**config.mk**
```make
export PLATFORM = sky130hd
export DESIGN_NAME = axi_read_arbiter
export DESIGN_NICKNAME = d
export VERILOG_FILES = /design/src/rtl/axi_read_arbiter.sv
export SDC_FILE = /design/constraint.sdc
export NUM_CORES = 1
export LEC_CHECK = 0
export CAP_MARGIN = 10
export CORE_AREA = 2 2 170 172
export DETAILED_ROUTE_END_ITERATION = 10
export DIE_AREA = 0 0 172 174
export GPL_TIMING_DRIVEN = 0
export SYNTH_ARGS = -nofsm -noshare
export SYNTH_HDL_FRONTEND = slang
export SYNTH_SLANG_ARGS = --single-unit
```
**constraint.sdc**
```tcl
create_clock -name clock -period 4.69 [get_ports clock]
set_input_delay 1.1725 -clock clock [delete_from_list [all_inputs] [get_ports clock]]
set_output_delay 1.1725 -clock clock [all_outputs]
set_load 0.03 [all_outputs]
```
**src/rtl/axi_read_arbiter.sv**
```systemverilog
// Two-master, one-slave AXI read-channel arbiter. One whole burst is granted at a time,
// with round-robin on ties, and R beats are routed back to the master that owns the burst.
module axi_read_arbiter #(
  parameter int unsigned ADDR_W = 64,
  parameter int unsigned LEN_W  = 8
) (
  input  logic              clock,
  input  logic              reset,

  input  logic              io_m0_ar_valid,
  input  logic [ADDR_W-1:0] io_m0_ar_addr,
  input  logic [LEN_W-1:0]  io_m0_ar_len,
  input  logic [2:0]        io_m0_ar_size,
  output logic              io_m0_ar_ready,
  input  logic              io_m0_r_ready,
  output logic              io_m0_r_valid,
  output logic [63:0]       io_m0_r_data,
  output logic              io_m0_r_last,

  input  logic              io_m1_ar_valid,
  input  logic [ADDR_W-1:0] io_m1_ar_addr,
  input  logic [LEN_W-1:0]  io_m1_ar_len,
  input  logic [2:0]        io_m1_ar_size,
  output logic              io_m1_ar_ready,
  input  logic              io_m1_r_ready,
  output logic              io_m1_r_valid,
  output logic [63:0]       io_m1_r_data,
  output logic              io_m1_r_last,

  output logic              io_s_ar_valid,
  output logic [ADDR_W-1:0] io_s_ar_addr,
  output logic [LEN_W-1:0]  io_s_ar_len,
  output logic [2:0]        io_s_ar_size,
  output logic [1:0]        io_s_ar_burst,
  input  logic              io_s_ar_ready,
  input  logic              io_s_r_valid,
  input  logic [63:0]       io_s_r_data,
  input  logic              io_s_r_last,
  output logic              io_s_r_ready,

  output logic              io_err
);

  typedef enum logic [1:0] {StIdle, StAddr, StData} state_e;

  state_e              state_q;
  logic                owner_q;
  logic                prio_q;
  logic [ADDR_W-1:0]   addr_q;
  logic [LEN_W-1:0]    len_q;
  logic [2:0]          size_q;
  logic [LEN_W-1:0]    cnt_q;
  logic                err_q;

  logic                grant;
  logic                win;
  logic [ADDR_W-1:0]   win_addr;
  logic [LEN_W-1:0]    win_len;
  logic [2:0]          win_size;
  logic                in_data;
  logic                owner_r_ready;
  logic                beat;

  // Winner selection; prio_q holds the last master granted, so a tie goes to the other one.
  always_comb begin
    grant = 1'b0;
    win   = 1'b0;
    if (state_q == StIdle) begin
      unique case ({io_m1_ar_valid, io_m0_ar_valid})
        2'b01: begin
          grant = 1'b1;
          win   = 1'b0;
        end
        2'b10: begin
          grant = 1'b1;
          win   = 1'b1;
        end
        2'b11: begin
          grant = 1'b1;
          win   = ~prio_q;
        end
        default: begin
          grant = 1'b0;
          win   = 1'b0;
        end
      endcase
    end
  end

  assign win_addr = win ? io_m1_ar_addr : io_m0_ar_addr;
  assign win_len  = win ? io_m1_ar_len  : io_m0_ar_len;
  assign win_size = win ? io_m1_ar_size : io_m0_ar_size;

  assign io_m0_ar_ready = grant & ~win;
  assign io_m1_ar_ready = grant & win;

  assign io_s_ar_valid = (state_q == StAddr);
  assign io_s_ar_addr  = addr_q;
  assign io_s_ar_len   = len_q;
  assign io_s_ar_size  = size_q;
  assign io_s_ar_burst = 2'b01;

  // R routing is purely combinational so beats reach the owner with no added latency.
  assign in_data       = (state_q == StData);
  assign owner_r_ready = owner_q ? io_m1_r_ready : io_m0_r_ready;
  assign io_s_r_ready  = in_data & owner_r_ready;
  assign beat          = io_s_r_valid & io_s_r_ready;

  assign io_m0_r_valid = in_data & ~owner_q & io_s_r_valid;
  assign io_m0_r_data  = (in_data & ~owner_q) ? io_s_r_data : 64'h0;
  assign io_m0_r_last  = in_data & ~owner_q & io_s_r_last;
  assign io_m1_r_valid = in_data & owner_q & io_s_r_valid;
  assign io_m1_r_data  = (in_data & owner_q) ? io_s_r_data : 64'h0;
  assign io_m1_r_last  = in_data & owner_q & io_s_r_last;

  assign io_err = err_q;

  always_ff @(posedge clock) begin
    if (reset) begin
      state_q <= StIdle;
      owner_q <= 1'b0;
      prio_q  <= 1'b1;
      addr_q  <= '0;
      len_q   <= '0;
      size_q  <= '0;
      cnt_q   <= '0;
      err_q   <= 1'b0;
    end else begin
      err_q <= 1'b0;
      unique case (state_q)
        StIdle: begin
          if (grant) begin
            addr_q  <= win_addr;
            len_q   <= win_len;
            size_q  <= win_size;
            owner_q <= win;
            prio_q  <= win;
            cnt_q   <= win_len;
            state_q <= StAddr;
          end
        end
        StAddr: begin
          if (io_s_ar_ready) begin
            state_q <= StData;
          end
        end
        StData: begin
          if (beat) begin
            if (io_s_r_last) begin
              err_q   <= (cnt_q != '0);
              state_q <= StIdle;
            end else if (cnt_q == '0) begin
              // Slave overran the requested length: end the burst and refuse further beats.
              err_q   <= 1'b1;
              state_q <= StIdle;
            end else begin
              cnt_q <= cnt_q - LEN_W'(1);
            end
          end
        end
        default: state_q <= StIdle;
      endcase
    end
  end

endmodule

```
==> results of run 1 <==
stage by stage:
| stage | worst slack (ns) | area (um^2) |
|---|---|---|
| 2_1_floorplan | 1.540 | 5035 |
| 3_3_place_gp | 0.001858 | 9839 |
| 3_5_place_dp | -0.001793 | 9839 |
| 4_1_cts | 0.004489 | 10160 |
| 5_1_grt | -0.02546 | 10170 |
| 6_report | 0.1110 | 10170 |
state kept, by name, indices dropped and copies added, names as in the netlist:
| name | cells |
|---|---|
| io_s_ar_size | 3 |
| owner_q | 1 |
| state_q | 2 |
| io_err | 1 |
| io_s_ar_len | 8 |
| cnt_q | 8 |
| prio_q | 1 |
| io_s_ar_addr | 64 |
worst max path at each step:
stage | from | to | slack, ns | cells after the start
2_1_floorplan | io_m0_ar_valid | io_m0_ar_ready | 1.54 | 3
3_3_place_gp | io_m1_ar_valid | io_m1_ar_ready | 0.002 | 6
3_5_place_dp | io_m1_ar_valid | io_m1_ar_ready | -0.002 | 6
4_1_cts | io_m1_ar_valid | io_m1_ar_ready | 0.004 | 6
5_1_grt | io_m0_ar_valid | io_m0_ar_ready | -0.03 | 5
6_report | io_m0_ar_valid | io_m0_ar_ready | 0.11 | 5
cell type report:
| cell class | instances | area [um^2] |
|---|---|---|
| antenna | 2 | 5.005 |
| buffer | 71 | 311.5 |
| clock buffer | 11 | 252.7 |
| clock inverter | 5 | 63.81 |
| fill | 3009 | 18070 |
| inverter | 7 | 26.28 |
| multi-input combinational | 523 | 2943 |
| sequential | 88 | 1762 |
| tap | 384 | 480.5 |
| timing repair buffer | 432 | 4327 |
power by group:
| part | internal [mW] | switching [mW] |
|---|---|---|
| clock | 0.446 | 0.324 |
| sequential | 0.846 | 0.0563 |
| combinational | 0.500 | 0.641 |
| total | 1.79 | 1.02 |
synthesized netlist by cell type, types with 5 or more instances:
| master | instances |
|---|---|
| sky130_fd_sc_hd__nand2_1 | 155 |
| sky130_fd_sc_hd__dfxtp_1 | 88 |
| sky130_fd_sc_hd__nor2_1 | 81 |
| sky130_fd_sc_hd__a311oi_1 | 72 |
| sky130_fd_sc_hd__and3_1 | 70 |
| sky130_fd_sc_hd__and2_1 | 68 |
| sky130_fd_sc_hd__clkbuf_1 | 44 |
| sky130_fd_sc_hd__buf_2 | 21 |
| sky130_fd_sc_hd__a21oi_1 | 9 |
| sky130_fd_sc_hd__inv_1 | 6 |
| sky130_fd_sc_hd__o32ai_1 | 6 |
| sky130_fd_sc_hd__nand3_1 | 5 |
routing by layer:
metal  routed length [um]  vias up
met5                   16        -
met4                 1029        2
met3                 2550       50
met2                14750      336
met1                11840     3160
li1                     -     3290
what timing repair did:
action,4_1_cts,5_1_grt
setup endpoints to repair,0,1
resized for setup,0,2
hold buffers,0,0
worst max-delay path, cell delays in order:
cell and delay [ns]:
sky130_fd_sc_hd__clkdlybuf4s50_1 0.52, sky130_fd_sc_hd__o21ai_1 0.52, sky130_fd_sc_hd__clkbuf_1 0.44, sky130_fd_sc_hd__nor2_1 0.10
sky130_fd_sc_hd__clkdlybuf4s50_1 0.65
kinds of logic after synthesis:
kind of cell             share of synthesized area, %
adder cells (fa/ha/maj)                        0.4969
AND/OR/NAND/NOR                                 37.72
XOR/XNOR                                       0.1740
buffers and inverters                           6.710
flip-flops                                      34.99
AO/OA/AOI/OAI                                   19.36
multiplexers                                   0.3976
other                                          0.1492
==> results.rst, run 1 <==
.. list-table::
   :header-rows: 1

   * - Metric
     - Value
   * - Slew Limit Fails
     - 0
   * - Kind of launch point of the worst setup path
     - primary input
   * - Cell count after synthesis
     - 689
   * - Cell type with the highest aggregate area in the netlist
     - sky130_fd_sc_hd__dfxtp_1
   * - Overall track demand over capacity in global routing
     - 19.53%
   * - Max-slew headroom at the worst pin
     - 39.93%
   * - Shortest period the worst path allows
     - 4.579 ns
   * - Endpoint of the worst hold path
     - io_s_ar_len[0]$_SDFFE_PP0P_
   * - Die height
     - 174 um
   * - Congestion Overflow GR
     - 0
   * - Synthesized area divided by synthesized cell count
     - 7.307 um^2
   * - Hold Path Stages
     - 2
   * - Pin count of the biggest net entering global routing
     - 16
   * - I/O Pins
     - 437
   * - Beginning of the worst register-to-register path
     - state_q[0]$_SDFFE_PP0P_
   * - Post-layout utilization of the core
     - 36.02%
   * - Number of global-route vias before repair
     - 7219
   * - Post-synthesis async set-or-reset flop share
     - 0%
   * - Largest fanout of any net on the critical path
     - 10
   * - Critical path endpoint category
     - output port
   * - Most common library cell in the layout ignoring fill and taps
     - sky130_fd_sc_hd__clkdlybuf4s50_1
   * - Path type of the worst min-delay path
     - register to register
   * - WL/cell
     - 19.82 um
   * - Final hold viol count
     - 0
   * - Met1 track demand over resource in global routing
     - 21.83%
   * - Placed wire-length estimate after detailed placement
     - 23740 um
   * - Reg2Reg Setup Slack
     - 2.51 ns
   * - RePlAce Congestion
     - 0.8500
   * - Number of warnings printed during yosys synthesis
     - 0
   * - Post-layout power
     - 2.814 mW
   * - Largest voltage drop on the vdd net
     - 0.1351 mV
   * - Measured slew at the worst slew-check pin
     - 0.8928 ns
   * - Layout overhead on the synthesized area
     - 102.0%
   * - Run status
     - finished, final reports clean
   * - Max cap viols
     - 0
   * - Placed Instances
     - 1505
   * - Number of standard cells in the layout, taps in and fillers out
     - 1523
   * - Worst path required time
     - 3.52 ns
   * - # H-tree levels
     - 3
   * - Vias after detailed routing
     - 6838
   * - Global-route wire length before repair
     - 43770 um
   * - Antenna violations before repair
     - 3
   * - Period utilization
     - 97.63%
   * - Clock tree from TritonCTS
     - done
   * - Layout cells sized above 1
     - 4.134%
   * - Total Nets Final
     - 1357
   * - Detailed-routing iteration count for the pre-antenna-repair pass
     - 6
   * - Most used cells in the layout excluding fill and tap cells
     - sky130_fd_sc_hd__clkdlybuf4s50_1, sky130_fd_sc_hd__nand2_1, sky130_fd_sc_hd__dfxtp_1
   * - Die extent in x
     - 172 um
   * - Number of storage elements in the synthesis netlist
     - 88
   * - Total power per unit cell area
     - 276.6 nW/um^2
   * - Die Footprint
     - 29930 um^2
   * - Clock-pin slew reported for the worst setup and hold paths after clock tree synthesis
     - 0.06 ns
   * - Count of antenna-violating nets left after detailed routing
     - 0
   * - # port buffers
     - 432
   * - Endpoint of the lowest-slack register-to-register path
     - io_s_ar_addr[59]$_SDFFE_PP0P_
   * - Number of setup violations in the final report
     - 0
   * - Area share of the largest cell type after synthesis
     - 34.99%
   * - Clock tree root buffer cell
     - sky130_fd_sc_hd__clkbuf_16
   * - Worst Hold Slack
     - 0.4945 ns
   * - Area of the core
     - 28240 um^2
   * - Worst Setup Path Type
     - primary input to output port
   * - Synthesized cell area
     - 5035 um^2
   * - RSZ-0062 raised after global routing
     - yes
   * - Worst clock skew on the final layout
     - 0.008369 ns
   * - Starting DRC count in detailed routing
     - 295
   * - Initial core utilization
     - 17.83%
   * - Syn nets
     - 914
   * - Residual DRC count
     - 0
   * - Sum of routed wire length over all layers
     - 30190 um
   * - Ys flop type
     - sky130_fd_sc_hd__dfxtp_1
   * - Grt peak-use layer
     - met2
   * - Total negative slack
     - 0 ns
   * - Data arrival time of the critical path
     - 3.41 ns
   * - Clock net sink count
     - 88
   * - Skew-Pair Late Insertion Delay
     - 0.35 ns
   * - Sequential area share after synthesis
     - 34.99%
   * - Number of flops mapped to enable cells by yosys
     - 0
   * - Depth of the worst register-to-register path
     - 7
   * - Largest buffer count on any clock path
     - 2
   * - Global routing usage on met3
     - 5.806%
   * - Leading cell types by total area after synthesis
     - sky130_fd_sc_hd__dfxtp_1, sky130_fd_sc_hd__a311oi_1, sky130_fd_sc_hd__nand2_1, sky130_fd_sc_hd__and3_1, sky130_fd_sc_hd__and2_1
   * - Highest achievable clock rate
     - 0.2184 GHz
   * - Number of buffers inserted during clock tree synthesis
     - 9
   * - GRT met2 Usage
     - 34.17%
   * - Unique masters post-synth
     - 47
   * - Std cell rows
     - 62
   * - Leakage
     - 4.034 nW
   * - Number of vias per cell
     - 4.490
   * - Hold wc startpoint
     - io_s_ar_len[0]$_SDFFE_PP0P_
   * - Number of buffers inserted to repair setup after CTS
     - 0
(Power assumes the default switching activity.)
==> run 2: changes to the inputs <==
--- a/config.mk
+++ b/config.mk
@@ -9,6 +9,7 @@
 export CORE_AREA = 2 2 170 172
 export DETAILED_ROUTE_END_ITERATION = 10
 export DIE_AREA = 0 0 172 174
+export GPL_ROUTABILITY_DRIVEN = 0
 export GPL_TIMING_DRIVEN = 0
 export SYNTH_ARGS = -nofsm -noshare
 export SYNTH_HDL_FRONTEND = slang
==> results of run 2 <==
Final layout, timing and power as in run 1 (identical DEF).
==> run 3: changes to the inputs <==
--- a/config.mk
+++ b/config.mk
@@ -7,10 +7,12 @@
 export LEC_CHECK = 0
 export CAP_MARGIN = 10
 export CORE_AREA = 2 2 170 172
+export CTS_BUF_LIST = sky130_fd_sc_hd__clkbuf_8
 export DETAILED_ROUTE_END_ITERATION = 10
 export DIE_AREA = 0 0 172 174
 export GPL_ROUTABILITY_DRIVEN = 0
 export GPL_TIMING_DRIVEN = 0
+export SLEW_MARGIN = 40
 export SYNTH_ARGS = -nofsm -noshare
 export SYNTH_HDL_FRONTEND = slang
 export SYNTH_SLANG_ARGS = --single-unit
==> run 3 against run 2 <==
  * Via count about the same
  * Die area is the same
  * Wire length barely moved
  * Sequential power hardly changed
  * Clock power shrank 24%
  * Critical path type unchanged
  * Largest power group unchanged
  * Highest routed layer unchanged
==> results.rst, run 3 (synthesis results as in run 1) <==
.. list-table::
   :header-rows: 1

   * - Metric
     - Value
   * - Run status
     - finished, final reports clean
   * - Switch Pwr
     - 1.004 mW
   * - Worst Setup Path Type
     - primary input to output port
   * - Total Nets Final
     - 1357
   * - Depth of the worst register-to-register path
     - 7
   * - Starting DRC count in detailed routing
     - 288
   * - Number of flip-flops under the largest register name
     - 64
   * - Internal power component
     - 1.625 mW
   * - Largest fanout of any net on the critical path
     - 10
   * - Most used cells in the layout excluding fill and tap cells
     - sky130_fd_sc_hd__clkdlybuf4s50_1, sky130_fd_sc_hd__nand2_1, sky130_fd_sc_hd__dfxtp_1
   * - Number of global-route vias before repair
     - 7207
   * - Clock net sink count
     - 88
   * - Count of antenna-violating nets left after detailed routing
     - 0
   * - Shortest period the worst path allows
     - 4.562 ns
   * - Sw Share
     - 38.18%
   * - Beginning of the worst register-to-register path
     - state_q[0]$_SDFFE_PP0P_
   * - Detailed-routing iteration count for the pre-antenna-repair pass
     - 6
   * - Number of vias per cell
     - 4.487
   * - Total power per unit cell area
     - 261.2 nW/um^2
   * - Worst clock skew on the final layout
     - 0.009976 ns
   * - Std cell rows
     - 62
   * - Placed wire-length estimate after detailed placement
     - 23740 um
   * - Most common library cell in the layout ignoring fill and taps
     - sky130_fd_sc_hd__clkdlybuf4s50_1
   * - Area taken by multi-input logic gates
     - 2942 um^2
   * - WL/cell
     - 19.82 um
   * - Largest stage delay on the critical path
     - 0.65 ns
   * - Power share of the sequential group
     - 34.3%
   * - Clock-pin slew reported for the worst setup and hold paths after clock tree synthesis
     - 0.09 ns
   * - Largest voltage drop on the vdd net
     - 0.1074 mV
   * - Post-layout power
     - 2.629 mW
   * - Period utilization
     - 97.27%
   * - Congestion Overflow GR
     - 0
   * - Number of buffers inserted to repair setup after CTS
     - 0
   * - Residual DRC count
     - 0
   * - Hold wc startpoint
     - io_s_ar_len[0]$_SDFFE_PP0P_
   * - Slew Limit Fails
     - 0
   * - Sequential cell area
     - 1762 um^2
   * - Cell with the biggest individual delay on the critical path
     - sky130_fd_sc_hd__clkdlybuf4s50_1
   * - Hold Path Stages
     - 2
   * - Leakage
     - 3.973 nW
   * - Sum of routed wire length over all layers
     - 30190 um
   * - Die extent in x
     - 172 um
   * - Die Footprint
     - 29930 um^2
   * - Initial core utilization
     - 17.83%
   * - Vias after detailed routing
     - 6834
   * - Critical path endpoint category
     - output port
   * - Largest buffer count on any clock path
     - 2
   * - Endpoint of the lowest-slack register-to-register path
     - io_s_ar_addr[59]$_SDFFE_PP0P_
   * - # port buffers
     - 432
   * - Final hold viol count
     - 0
   * - Skew-Pair Late Insertion Delay
     - 0.38 ns
   * - Most repeated library cell on the critical path
     - sky130_fd_sc_hd__clkdlybuf4s50_1
   * - Die height
     - 174 um
   * - I/O Pins
     - 437
   * - Number of setup violations in the final report
     - 0
   * - Smallest setup slack after layout
     - 0.1279 ns
   * - Measured slew at the worst slew-check pin
     - 0.7338 ns
   * - Highest achievable clock rate
     - 0.2192 GHz
   * - Antenna violations before repair
     - 3
   * - Layout cells sized above 1
     - 4.222%
   * - Layout overhead on the synthesized area
     - 99.90%
   * - Clock tree root buffer cell
     - sky130_fd_sc_hd__clkbuf_8
   * - Global-route wire length before repair
     - 43700 um
   * - RSZ-0062 raised after global routing
     - no
   * - Buffers and inverters on the worst path
     - 3
   * - Clock tree from TritonCTS
     - done
   * - Endpoint of the worst hold path
     - io_s_ar_len[0]$_SDFFE_PP0P_
   * - Area of the core
     - 28240 um^2
   * - Critical path, cell by cell
     - clkdlybuf4s50_1 > o21ai_1 > clkbuf_1 > nor2_1 > clkdlybuf4s50_1
   * - Max-slew headroom at the worst pin
     - 50.63%
   * - Path type of the worst min-delay path
     - register to register
   * - Total placed instance area
     - 9839 um^2
   * - Pin count of the biggest net entering global routing
     - 16
   * - Worst path required time
     - 3.52 ns
   * - Setup Slack @ Placement
     - -0.001793 ns
   * - Count of fill cells added during filler insertion
     - 3018
   * - Number of buffers inserted during clock tree synthesis
     - 9
   * - Kind of launch point of the worst setup path
     - primary input
   * - # H-tree levels
     - 3
   * - Overall track demand over capacity in global routing
     - 19.51%
   * - Crit-path leading delay family
     - buffers and inverters
   * - Layout Cell Area excl Fill
     - 10060 um^2
   * - Reg2Reg Setup Slack
     - 2.50 ns
   * - Max cap viols
     - 0
   * - Data arrival time of the critical path
     - 3.39 ns
   * - Clock group share of total power
     - 22.2%
   * - Share of total power in combinational logic
     - 43.4%
[run 3: changes by cell type in the layout (fill, tap and decap cells not counted), sizes merged]
cell | before | now
dlymetal6s2s | 1 | 0
dlygate4sd2 | 0 | 1
[run 3: worst max-delay path by stage]
| stage | end | depth (start not counted) | slack, ns | from |
|---|---|---|---|---|
| 3_3_place_gp | io_m1_ar_ready | 6 | 0.002 | io_m1_ar_valid |
| 3_5_place_dp | io_m1_ar_ready | 6 | -0.002 | io_m1_ar_valid |
| 4_1_cts | io_m0_ar_ready | 5 | 0.14 | io_m0_ar_valid |
| 5_1_grt | io_m0_ar_ready | 5 | 0.006 | io_m0_ar_valid |
| 2_1_floorplan | io_m0_ar_ready | 3 | 1.54 | io_m0_ar_valid |
| 6_report | io_m0_ar_ready | 5 | 0.13 | io_m0_ar_valid |
[run 3: timing repair]
item,4_1_cts,5_1_grt
endpoints found under the hold margin,0,0
hold buffers,0,0
gates resized for setup,1,0
endpoints found under the setup margin,1,0
[run 3: cell type report]
cell class	instances	share of cell area, %
diodes	2	0.04973
plain buffers	71	3.095
clock buffers	11	1.504
clock inverters	5	0.6340
inverters	7	0.2611
multi-input cells	523	29.23
flip-flops and latches	88	17.50
well taps	384	4.774
repair buffers	432	42.95
[run 3: worst register-to-register path, cell delays in order, from the launching register on]
cell	delay, ns
sky130_fd_sc_hd__dfxtp_1	0.32
sky130_fd_sc_hd__clkbuf_1	0.36
sky130_fd_sc_hd__nor2_2	0.18
sky130_fd_sc_hd__nand2_1	0.13
sky130_fd_sc_hd__buf_2	0.29
sky130_fd_sc_hd__clkbuf_1	0.43
sky130_fd_sc_hd__nand2_1	0.11
sky130_fd_sc_hd__a311oi_1	0.28
[run 3: power by group through the flow]
stage	logic (mW)	clock network, mW	registers (mW)
final	1.14	0.585	0.902
after detailed placement	1.15	0	0.919
after global placement	1.15	0	0.916
after floorplan	0.406	0	1.08
after global routing	1.23	0.626	0.915
after CTS	1.15	0.601	0.902
[run 3: routing by layer]
metal	wire, um	global-route usage [%]	part of all wire, %
met1	11860	21.78	39
met2	14710	34.17	49
met3	2573	6.011	8.5
met4	1024	7.983	3.4
met5	16	0	0.053
[run 3: per-stage QoR]
step | setup TNS (ns) | util [%] | std cells | hold WS (ns)
after detailed placement | -0.001793 | 34.85 | 1505 | 0.4783
after floorplan | 0 | - | 689 | 0.4523
final | 0 | 35.64 | 1523 | 0.4977
after global placement | 0 | 34.85 | 1505 | 0.4713
after global routing | 0 | 35.64 | 1523 | 0.5142
after CTS | 0 | 35.60 | 1521 | 0.4919
